[src/rtl/sram_array.sv]
`default_nettype none
// ============================================================================
// Module   : sram_array
// Brief    : WIDTH x DEPTH synchronous single-port memory with a registered
//            read output, a one-cycle read-valid pulse and a hardware clear
//            sequence that zeroes every word after reset.
// Revision : 1.0 - initial release
// ============================================================================
module sram_array #(
    parameter int WIDTH  = 4,
    parameter int DEPTH  = 16,
    parameter int ADDR_W = 4
) (
    input  logic              clk,
    input  logic              rst_n,
    input  logic              sel,
    input  logic              rw,
    input  logic [ADDR_W-1:0] addr,
    input  logic [WIDTH-1:0]  data,
    output logic [WIDTH-1:0]  out,
    output logic              valid,
    output logic              busy
);

    // Last word touched by the clear sequence, and the depth widened by one
    // bit so the range check stays meaningful when DEPTH == 2**ADDR_W.
    localparam logic [ADDR_W-1:0] c_LAST  = ADDR_W'(DEPTH - 1);
    localparam logic [ADDR_W:0]   c_DEPTH = (ADDR_W + 1)'(DEPTH);

    typedef enum logic [0:0] {
        CLEAR = 1'b0,
        READY = 1'b1
    } state_t;

    state_t              r_state;
    state_t              w_state_nxt;
    logic [ADDR_W-1:0]   r_ptr;
    logic [ADDR_W-1:0]   w_ptr_nxt;
    logic [WIDTH-1:0]    r_mem [DEPTH];

    logic                w_in_range;
    logic                w_mem_we;
    logic [ADDR_W-1:0]   w_mem_addr;
    logic [WIDTH-1:0]    w_mem_wdata;
    logic                w_rd_en;

    // Out-of-range addresses never touch storage, so no aliasing can occur.
    assign w_in_range = ({1'b0, addr} < c_DEPTH);
    assign busy       = (r_state == CLEAR);

    // State and clear-pointer register; reset restarts the clear from word 0.
    always_ff @(posedge clk or negedge rst_n) begin
        if (!rst_n) begin
            r_state <= CLEAR;
            r_ptr   <= '0;
        end else begin
            r_state <= w_state_nxt;
            r_ptr   <= w_ptr_nxt;
        end
    end

    // Next state plus the single memory write port, shared by clear and user writes.
    always_comb begin
        w_state_nxt = r_state;
        w_ptr_nxt   = r_ptr;
        w_mem_we    = 1'b0;
        w_mem_addr  = addr;
        w_mem_wdata = data;
        w_rd_en     = 1'b0;
        case (r_state)
            CLEAR: begin
                w_mem_we    = 1'b1;
                w_mem_addr  = r_ptr;
                w_mem_wdata = '0;
                w_ptr_nxt   = r_ptr + ADDR_W'(1);
                if (r_ptr == c_LAST) begin
                    w_state_nxt = READY;
                end
            end
            READY: begin
                // Only a definite sel=1 opens an access; X/Z falls to the idle branch.
                if (sel && rw && w_in_range) begin
                    w_mem_we = 1'b1;
                end
                if (sel && !rw) begin
                    w_rd_en = 1'b1;
                end
            end
            default: begin
                w_state_nxt = CLEAR;
                w_ptr_nxt   = '0;
            end
        endcase
    end

    // Storage has no reset; it is zeroed by the clear sequence instead.
    always_ff @(posedge clk) begin
        if (w_mem_we) begin
            r_mem[w_mem_addr] <= w_mem_wdata;
        end
    end

    // Registered read port: out holds between reads, valid pulses per read.
    always_ff @(posedge clk or negedge rst_n) begin
        if (!rst_n) begin
            out   <= '0;
            valid <= 1'b0;
        end else begin
            valid <= w_rd_en;
            if (w_rd_en) begin
                out <= w_in_range ? r_mem[addr] : '0;
            end
        end
    end

endmodule
`default_nettype wire

[config.mk]
export PLATFORM = sky130hd
export DESIGN_NAME = sram_array
export DESIGN_NICKNAME = d
export VERILOG_FILES = /design/src/rtl/sram_array.sv
export SDC_FILE = /design/constraint.sdc
export NUM_CORES = 1
export LEC_CHECK = 0
export ABC_AREA = 1
export CORE_UTILIZATION = 31
export CTS_BUF_LIST = sky130_fd_sc_hd__clkbuf_2
export DETAILED_ROUTE_END_ITERATION = 16
export SKIP_CTS_REPAIR_TIMING = 1
export SLEW_MARGIN = 10
export SYNTH_ARGS = -nofsm -noshare
export SYNTH_HDL_FRONTEND = slang
export SYNTH_SLANG_ARGS = --single-unit
[constraint.sdc]
create_clock -name clk -period 1.55 [get_ports clk]
set_clock_uncertainty 0.1 [all_clocks]
set_input_delay 0.31 -clock clk [delete_from_list [all_inputs] [get_ports clk]]
set_output_delay 0.31 -clock clk [all_outputs]
set_load 0.01 [all_outputs]
After elaboration in Yosys (flattened, before gate mapping)
Memory sizes are Yosys's and may differ from the RTL's. A register that Yosys moved wholly into a read port is not among the register bits.
Cells that the tools add are included.
{"block": "word_totals", "reg_bits": 6, "ramBits": 64, "in_bits": 12, "out_inout_bits": 6, "wordCells": 21, "n_memories": 1}
{"block": "classes", "addsub": 1, "n_eq_ne": 1, "mux": 10, "n_bitwise": 1, "reduce_logical": 4}
{"name": "r_mem", "depth": 16, "width": 4, "read_ports": 1, "rd_clocked_by_memory_dff": 1, "wr": 1, "line": "39", "rtl": "logic [WIDTH-1:0] r_mem [DEPTH];"}
{"cell": "two-way mux 4 bit", "count": 2}
{"cell": "two-way mux 1 bit", "count": 7}
{"cell": "adder 4 x 1 -> 4 bit, second input constant", "count": 1}
{"cell": "== test 4 bit, second input constant", "count": 1}
{"cell": "logical AND 1 bit", "count": 2}
{"cell": "zero test 1 bit", "count": 2}
{"cell": "one-hot mux 1 bit (2 select lines)", "count": 1}
{"cell": "inverter 1 bit", "count": 1}

Depth between registers and ports, before layout
Gate-level depths: netlist of run 1.
{"block": "depth", "ltp_word": 5, "ltp_mapped": 11}

Least setup slack after synthesis of run 1
Ideal clock, no wire load.
{"block": "synth_timing", "path_kind": "register -> register", "startpoint": "reg r_state", "endpoint": "mem r_mem[0][0] (enable)", "arrival_ns": 1.163, "path_slack_ns": -0.043, "path_stages_with_launch": 7, "period_less_slack_ns": 1.593, "cell_sequence": "dfrtp_1 buf_4 nand2_1 o21ai_0 inv_1 nand2_1 nor2_1"}
{"block": "synth_between", "elab_chain_len": 4, "elab_cells_between_ends": 5, "cone_classes": "4 x mux; 1 x bitwise"}
{"element": "from (decl)", "line": "35", "rtl": "state_t r_state;"}
{"element": "from (signal assigned)", "line": "57", "rtl": "r_state <= w_state_nxt;"}
{"element": "inverter 1 bit"}
{"element": "one-hot mux 1 bit (2 select lines)", "line": "70", "rtl": "case (r_state)"}
{"element": "two-way mux 1 bit", "line": "98", "rtl": "if (w_mem_we) begin"}
{"element": "two-way mux 1 bit (implied by the code)", "line": "99", "rtl": "r_mem[w_mem_addr] <= w_mem_wdata;"}
{"element": "to (decl)", "line": "39"}
Parallel ways exist; a longest one is shown, timed or not.

Worst setup path after layout of run 1
{"block": "layout_timing", "startpoint": "reg r_state", "endpoint": "mem r_mem[9][3] (enable)"}
The elaborated chain is that of the path after synthesis.

==> impl_metrics.env, run 1 <==
export IMPL_place_congestion=0.736
export IMPL_initial_utilization=0.322
export IMPL_clockBufferDepth=2
export IMPL_routed_wirelength_um=7120
export IMPL_ir_drop_mv=0.334
export IMPL_grt_ovfl_total=0
export IMPL_clock_sinks=74
export IMPL_syn_area_sq_mm=0.00316
export IMPL_drive_gt1_frac=0.283
export IMPL_final_seq_area_sq_mm=0.00217
export IMPL_p_leak_uw=0.00165
export IMPL_crit_path_end_kind="register"
export IMPL_intPower_uw=2730
export IMPL_fmax_mhz=572
export IMPL_diodes=0
export IMPL_cts_tree="done"
export IMPL_worstPathMaxFanout=5
export IMPL_hold_violations=0
export IMPL_io_buffers=17
export IMPL_cts_buffers_inserted=9
export IMPL_final_cell_mix="nand2_1, edfxtp_1, nand3_1, buf_4, clkbuf_2"
export IMPL_synth_top_area_cell="edfxtp_1"
export IMPL_layout_commonest_cell="nand2_1"
export IMPL_multi_input_area_sq_mm=0.00105
export IMPL_maxCapViolCount=0
export IMPL_io_pins=18
export IMPL_finalCritPeriodShare=1.13
export IMPL_whs_ps=367
export IMPL_area_growth_pct=30.6
export IMPL_post_place_cells=474
export IMPL_power_density_mw_per_mm2=897
export IMPL_viasPerCell=4.56
export IMPL_slew_viol_final=0
export IMPL_power_frac_comb=0.107
export IMPL_std_cell_rows=36
export IMPL_syn_num_nets=311
export IMPL_ys_seq_area_frac=0.686
export IMPL_critPathKind="reg -> reg"
export IMPL_core_sq_mm=0.00982
export IMPL_finalSetupViolCount=65
export IMPL_grt_max_degree=18
export IMPL_postRouteAntennaNets=0
export IMPL_cts_root_buf="clkbuf_2"
export IMPL_grt_pass1_wl_um=10800
export IMPL_fin_ws_ps=-198
export IMPL_swShare=0.265
export IMPL_dp_hpwl_um=4860
export IMPL_die_area_sq_mm=0.0106
export IMPL_fin_area_sq_mm=0.00413
export IMPL_fin_nets=369
export IMPL_drtIter0Drc=114
export IMPL_worst_slew_pin_slew_ps=478
export IMPL_synth_top_area_share=0.607
export IMPL_grt_pass1_vias=2190
export IMPL_fin_crit_ps=1750
export IMPL_die_height_um=103
export IMPL_antenna_found_initial=0
export IMPL_wl_per_cell_um=14.4
export IMPL_ys_ff_latch=74
export IMPL_grt_usage=0.143
export IMPL_violations="setup timing"
export IMPL_htree_num_levels=3
export IMPL_placed_area_sq_mm=0.00376
export IMPL_drc=0
export IMPL_clk_pin_slew_ps=210
export IMPL_die_w_um=103
export IMPL_status="finished, violations left"
export IMPL_max_slew_margin_rel=0.681
export IMPL_avgSynthCellArea_sq_um=10.6
export IMPL_clock_latency_ps=560
export IMPL_vias=2254
export IMPL_p_clk_frac=0.301
export IMPL_p_seq_frac=0.591
export IMPL_yosysWarnings=0
export IMPL_cp_required_ps=1760
export IMPL_fillCellCount=959
export IMPL_hold_path_class="in -> reg"
export IMPL_netlist_instances=298
export IMPL_place_ws_ps=-516
export IMPL_synth_area_leaders="edfxtp_1, nand2_1, dfrtp_1"
export IMPL_first_pass_iters=4
export IMPL_final_cells=494
export IMPL_grt_setup_unrepaired="yes"
export IMPL_p_sw_uw=983
export IMPL_worstSetupStartpointType="register"
export IMPL_synthDistinctLibCells=19
export IMPL_worst_ep_arrival_time_ps=1960
[power by group through the flow]
stage / sequential (uW) / combinational [uW] / clock (uW)
floorplan: 2250 / 177 / 0
global placement: 2240 / 359 / 0
detailed placement: 2240 / 365 / 0
CTS: 2200 / 366 / 1120
global route: 2200 / 435 / 1220
finish: 2190 / 397 / 1120
[sequential cells by signal, indices dropped and copies added, names as in the netlist]
name	flops
r_state	1
out	4
valid	1
r_mem	64
r_ptr	4
[final timing paths]
| kind | start | cells after the start | to | slack [ps] |
|---|---|---|---|---|
| setup / recovery | r_state | 8 | r_mem[9][3] | -200 |
| hold / removal | sel | 4 | valid | 370 |
| setup reg to reg | r_state | 8 | r_mem[9][3] | -200 |
| hold reg to reg | out[3] | 2 | out[3] | 420 |
| max in group asynchronous | rst_n | 2 | r_state | 500 |
| min in group asynchronous | rst_n | 2 | out[3] | 510 |
[Yosys cell counts]
cell,number
a21oi_1,2
a21oi_2,1
buf_2,4
buf_4,7
buf_6,1
dfrtp_1,10
edfxtp_1,64
ha_1,1
inv_1,14
inv_2,2
inv_4,1
nand2_1,111
nand3_1,50
nand4_1,1
nor2_1,21
nor3_4,1
o21ai_0,5
xnor2_1,1
xor2_1,1
[worst max-delay path, cell delays in order (launching register included)]
cell     delay (ps)
dfrtp_2         460
buf_6           150
nor2_4           50
a21oi_4         170
inv_2            90
nor2_4          140
nand2_4         110
nor2_4          130
buf_6           110
[logic make-up (layout without fill, tap and decap cells)]
family / after synthesis / in the layout / synth area share
simple gates: 184 / 184 / 0.243
flops: 74 / 74 / 0.686
xor+xnor: 2 / 2 / 0.00554
compound gates: 8 / 8 / 0.0138
fa+ha+maj: 1 / 1 / 0.00395
buf+inv: 29 / 92 / 0.0475
[metrics by stage]
step / util / TNS, ps / total power (uW)
after detailed placement: 0.383 / -31580 / 2600
after global routing: 0.421 / -13780 / 3850
after CTS: 0.395 / -17720 / 3680
final: 0.421 / -9820 / 3710
after global placement: 0.383 / -30480 / 2600
after floorplan: - / -2150 / 2420
[area by class of cell]
cell class	instances	area share
Clock buffer	9	0.0109
Clock inverter	7	0.0188
Inverter	17	0.0176
Multi-Input combinational cell	195	0.255
Sequential cell	74	0.526
Tap cell	133	0.0403
Timing Repair Buffer	59	0.132
[per-layer routing]
layer / up-vias / routed length, um / global-route usage
met5: - / 0 / 0
met4: 0 / 185 / 0.0737
met3: 15 / 188 / 0.0312
met2: 31 / 3530 / 0.238
met1: 1089 / 3210 / 0.174
li1: 1119 / - / -
Note: power is estimated with default switching activity, not from simulation.
==> run 2: changes to the inputs <==
--- a/config.mk
+++ b/config.mk
@@ -9,6 +9,7 @@
 export CORE_UTILIZATION = 31
 export CTS_BUF_LIST = sky130_fd_sc_hd__clkbuf_2
 export DETAILED_ROUTE_END_ITERATION = 16
+export RECOVER_POWER = 25
 export SKIP_CTS_REPAIR_TIMING = 1
 export SLEW_MARGIN = 10
 export SYNTH_ARGS = -nofsm -noshare
==> results of run 2 <==
The final DEF is identical to that of run 1; final timing and power are the same.
==> run 3: changes to the inputs <==
==> constraint.sdc (replaced) <==
create_clock -name clk -period 1.55 [get_ports clk]
set_clock_uncertainty 0.1 [all_clocks]
set_input_delay 0.155 -clock clk [delete_from_list [all_inputs] [get_ports clk]]
set_output_delay 0.155 -clock clk [all_outputs]
set_load 0.01 [all_outputs]
==> impl_metrics.env, run 3 (synthesis gave the netlist of run 1 again) <==
export IMPL_status="finished, violations left"
export IMPL_violations="setup timing"
export IMPL_worst_ep_arrival_time_ps=1950
export IMPL_path_common_cell="buf_6"
export IMPL_area_growth_pct=34.9
export IMPL_worst_slew_pin_slew_ps=500
export IMPL_io_buffers=17
export IMPL_dp_hpwl_um=4830
export IMPL_postRouteAntennaNets=0
export IMPL_p_leak_uw=0.00171
export IMPL_max_slew_margin_rel=0.665
export IMPL_worstSetupStartpointType="register"
export IMPL_power_frac_comb=0.109
export IMPL_hold_violations=0
export IMPL_slew_viol_final=0
export IMPL_die_height_um=103
export IMPL_viasPerCell=4.65
export IMPL_clockBufferDepth=2
export IMPL_holdPathStages=4
export IMPL_whs_endpoint="valid"
export IMPL_largest_register_ffs=64
export IMPL_routed_wirelength_um=7340
export IMPL_layout_commonest_cell="nand2_1"
export IMPL_drtIter0Drc=172
export IMPL_min_from="sel"
export IMPL_fin_crit_ps=1770
export IMPL_first_pass_iters=6
export IMPL_maxCapViolCount=0
export IMPL_diodes=0
export IMPL_grt_setup_unrepaired="yes"
export IMPL_std_cell_rows=36
export IMPL_top_regs="r_mem (64), out (4), r_ptr (4)"
export IMPL_finalSetupViolCount=65
export IMPL_hold_path_class="in -> reg"
export IMPL_fin_nets=366
export IMPL_swShare=0.244
export IMPL_intPower_uw=3080
export IMPL_grt_ovfl_total=0
export IMPL_grt_pass1_wl_um=11000
export IMPL_reg2reg_depth=6
export IMPL_drc=0
export IMPL_cts_tree="done"
export IMPL_grt_pass1_vias=2245
export IMPL_final_cell_mix="nand2_1, edfxtp_1, nand3_1, buf_4, nor2_4"
export IMPL_crit_chain="buf_6, buf_6, a21oi_4, nand2_4, nor2_4, buf_6"
export IMPL_whs_ps=239
export IMPL_worstPathMaxFanout=7
export IMPL_fillCellCount=896
export IMPL_timing_setup_tns_ps=-10640
export IMPL_top_register="r_mem"
export IMPL_clock_sinks=74
export IMPL_io_pins=18
export IMPL_wl_per_cell_um=15.0
export IMPL_cts_buffers_inserted=9
export IMPL_r2r_setup_slack_ps=-220
export IMPL_p_sw_uw=991
export IMPL_fin_ws_ps=-220
export IMPL_grt_max_degree=21
export IMPL_critPathKind="reg -> reg"
export IMPL_r2r_start="r_state"
export IMPL_die_w_um=103
export IMPL_power_total_uw=4070
export IMPL_clk_pin_slew_ps=200
export IMPL_place_congestion=0.752
export IMPL_power_density_mw_per_mm2=953
export IMPL_fmax_mhz=565
export IMPL_slowest_stage="dfrtp_2"
export IMPL_cpPeakStageDelay_ps=530
export IMPL_p_clk_frac=0.352
export IMPL_clock_latency_ps=540
export IMPL_cp_required_ps=1730
export IMPL_ir_drop_mv=0.461
export IMPL_cts_root_buf="clkbuf_2"
export IMPL_grt_usage=0.145
export IMPL_die_area_sq_mm=0.0106
export IMPL_htree_num_levels=3
export IMPL_core_sq_mm=0.00982
export IMPL_initial_utilization=0.322
export IMPL_drive_gt1_frac=0.279
export IMPL_finalCritPeriodShare=1.14
export IMPL_place_ws_ps=-346
export IMPL_p_seq_frac=0.539
export IMPL_r2r_end="r_mem[7][3]"
export IMPL_antenna_found_initial=0
export IMPL_finish_utilization=0.435
export IMPL_crit_path_end_kind="register"
export IMPL_vias=2285
-- run 3: cell types whose count changed in the layout (fill, tap and decap cells not counted), moves of 2 or more --
cell,change
buf_4,-8
buf_6,+3
bufinv_16,+2
clkbuf_2,-4
clkinvlp_4,+3
dlymetal6s2s_1,+5
inv_1,-3
nor2_1,-2
nor2_2,-5
nor2_4,+7
-- run 3: worst max-delay path by stage --
stage	to	startpoint	cells after the start	slack, ps
CTS	busy	r_state	3	-530
detailed placement	r_mem[9][2]	addr[3]	8	-350
global route	r_mem[13][3]	r_state	6	-270
finish	r_mem[7][3]	r_state	6	-220
global placement	r_mem[8][3]	addr[3]	8	-340
floorplan	r_mem[0][0]	r_state	6	-40
-- run 3: per-stage QoR --
step / area (sq um) / instances
finish: 4270 / 491
global placement: 3690 / 470
detailed placement: 3690 / 470
CTS: 3860 / 486
floorplan: 3170 / 298
global route: 4270 / 491
-- run 3: critical path: cells and delay by family, from the launching register on --
kind	cells	cell delay (ps)
AOI/OAI and AO/OA	1	220
buffers and inverters	3	390
DFF	1	530
and+or+nand+nor	2	260
-- run 3: area by class of cell --
| class | instances | area, sq um | share of cell area |
|---|---|---|---|
| clock buffers | 9 | 45.0 | 0.0106 |
| clock inverters | 7 | 124 | 0.0290 |
| inverters | 17 | 81.3 | 0.0191 |
| multi-input cells | 195 | 1100 | 0.257 |
| flip-flops and latches | 74 | 2170 | 0.509 |
| well taps | 133 | 166 | 0.0390 |
| repair buffers | 56 | 582 | 0.136 |
-- run 3: routing by layer --
| metal | vias up | global-route usage | routed length [um] |
|---|---|---|---|
| met5 | - | 0 | 0 |
| met4 | 0 | 0.0910 | 270 |
| met3 | 18 | 0.0142 | 340 |
| met2 | 63 | 0.246 | 3740 |
| met1 | 1098 | 0.178 | 3000 |
| li1 | 1106 | - | - |
-- run 3: power groups by stage --
| stage | Sequential (uW) | Clock [uW] | Combinational (uW) |
|---|---|---|---|
| floorplan | 2250 | 0 | 177 |
| global placement | 2240 | 0 | 342 |
| detailed placement | 2240 | 0 | 347 |
| CTS | 2200 | 1440 | 348 |
| global route | 2200 | 1520 | 483 |
| finish | 2190 | 1430 | 442 |
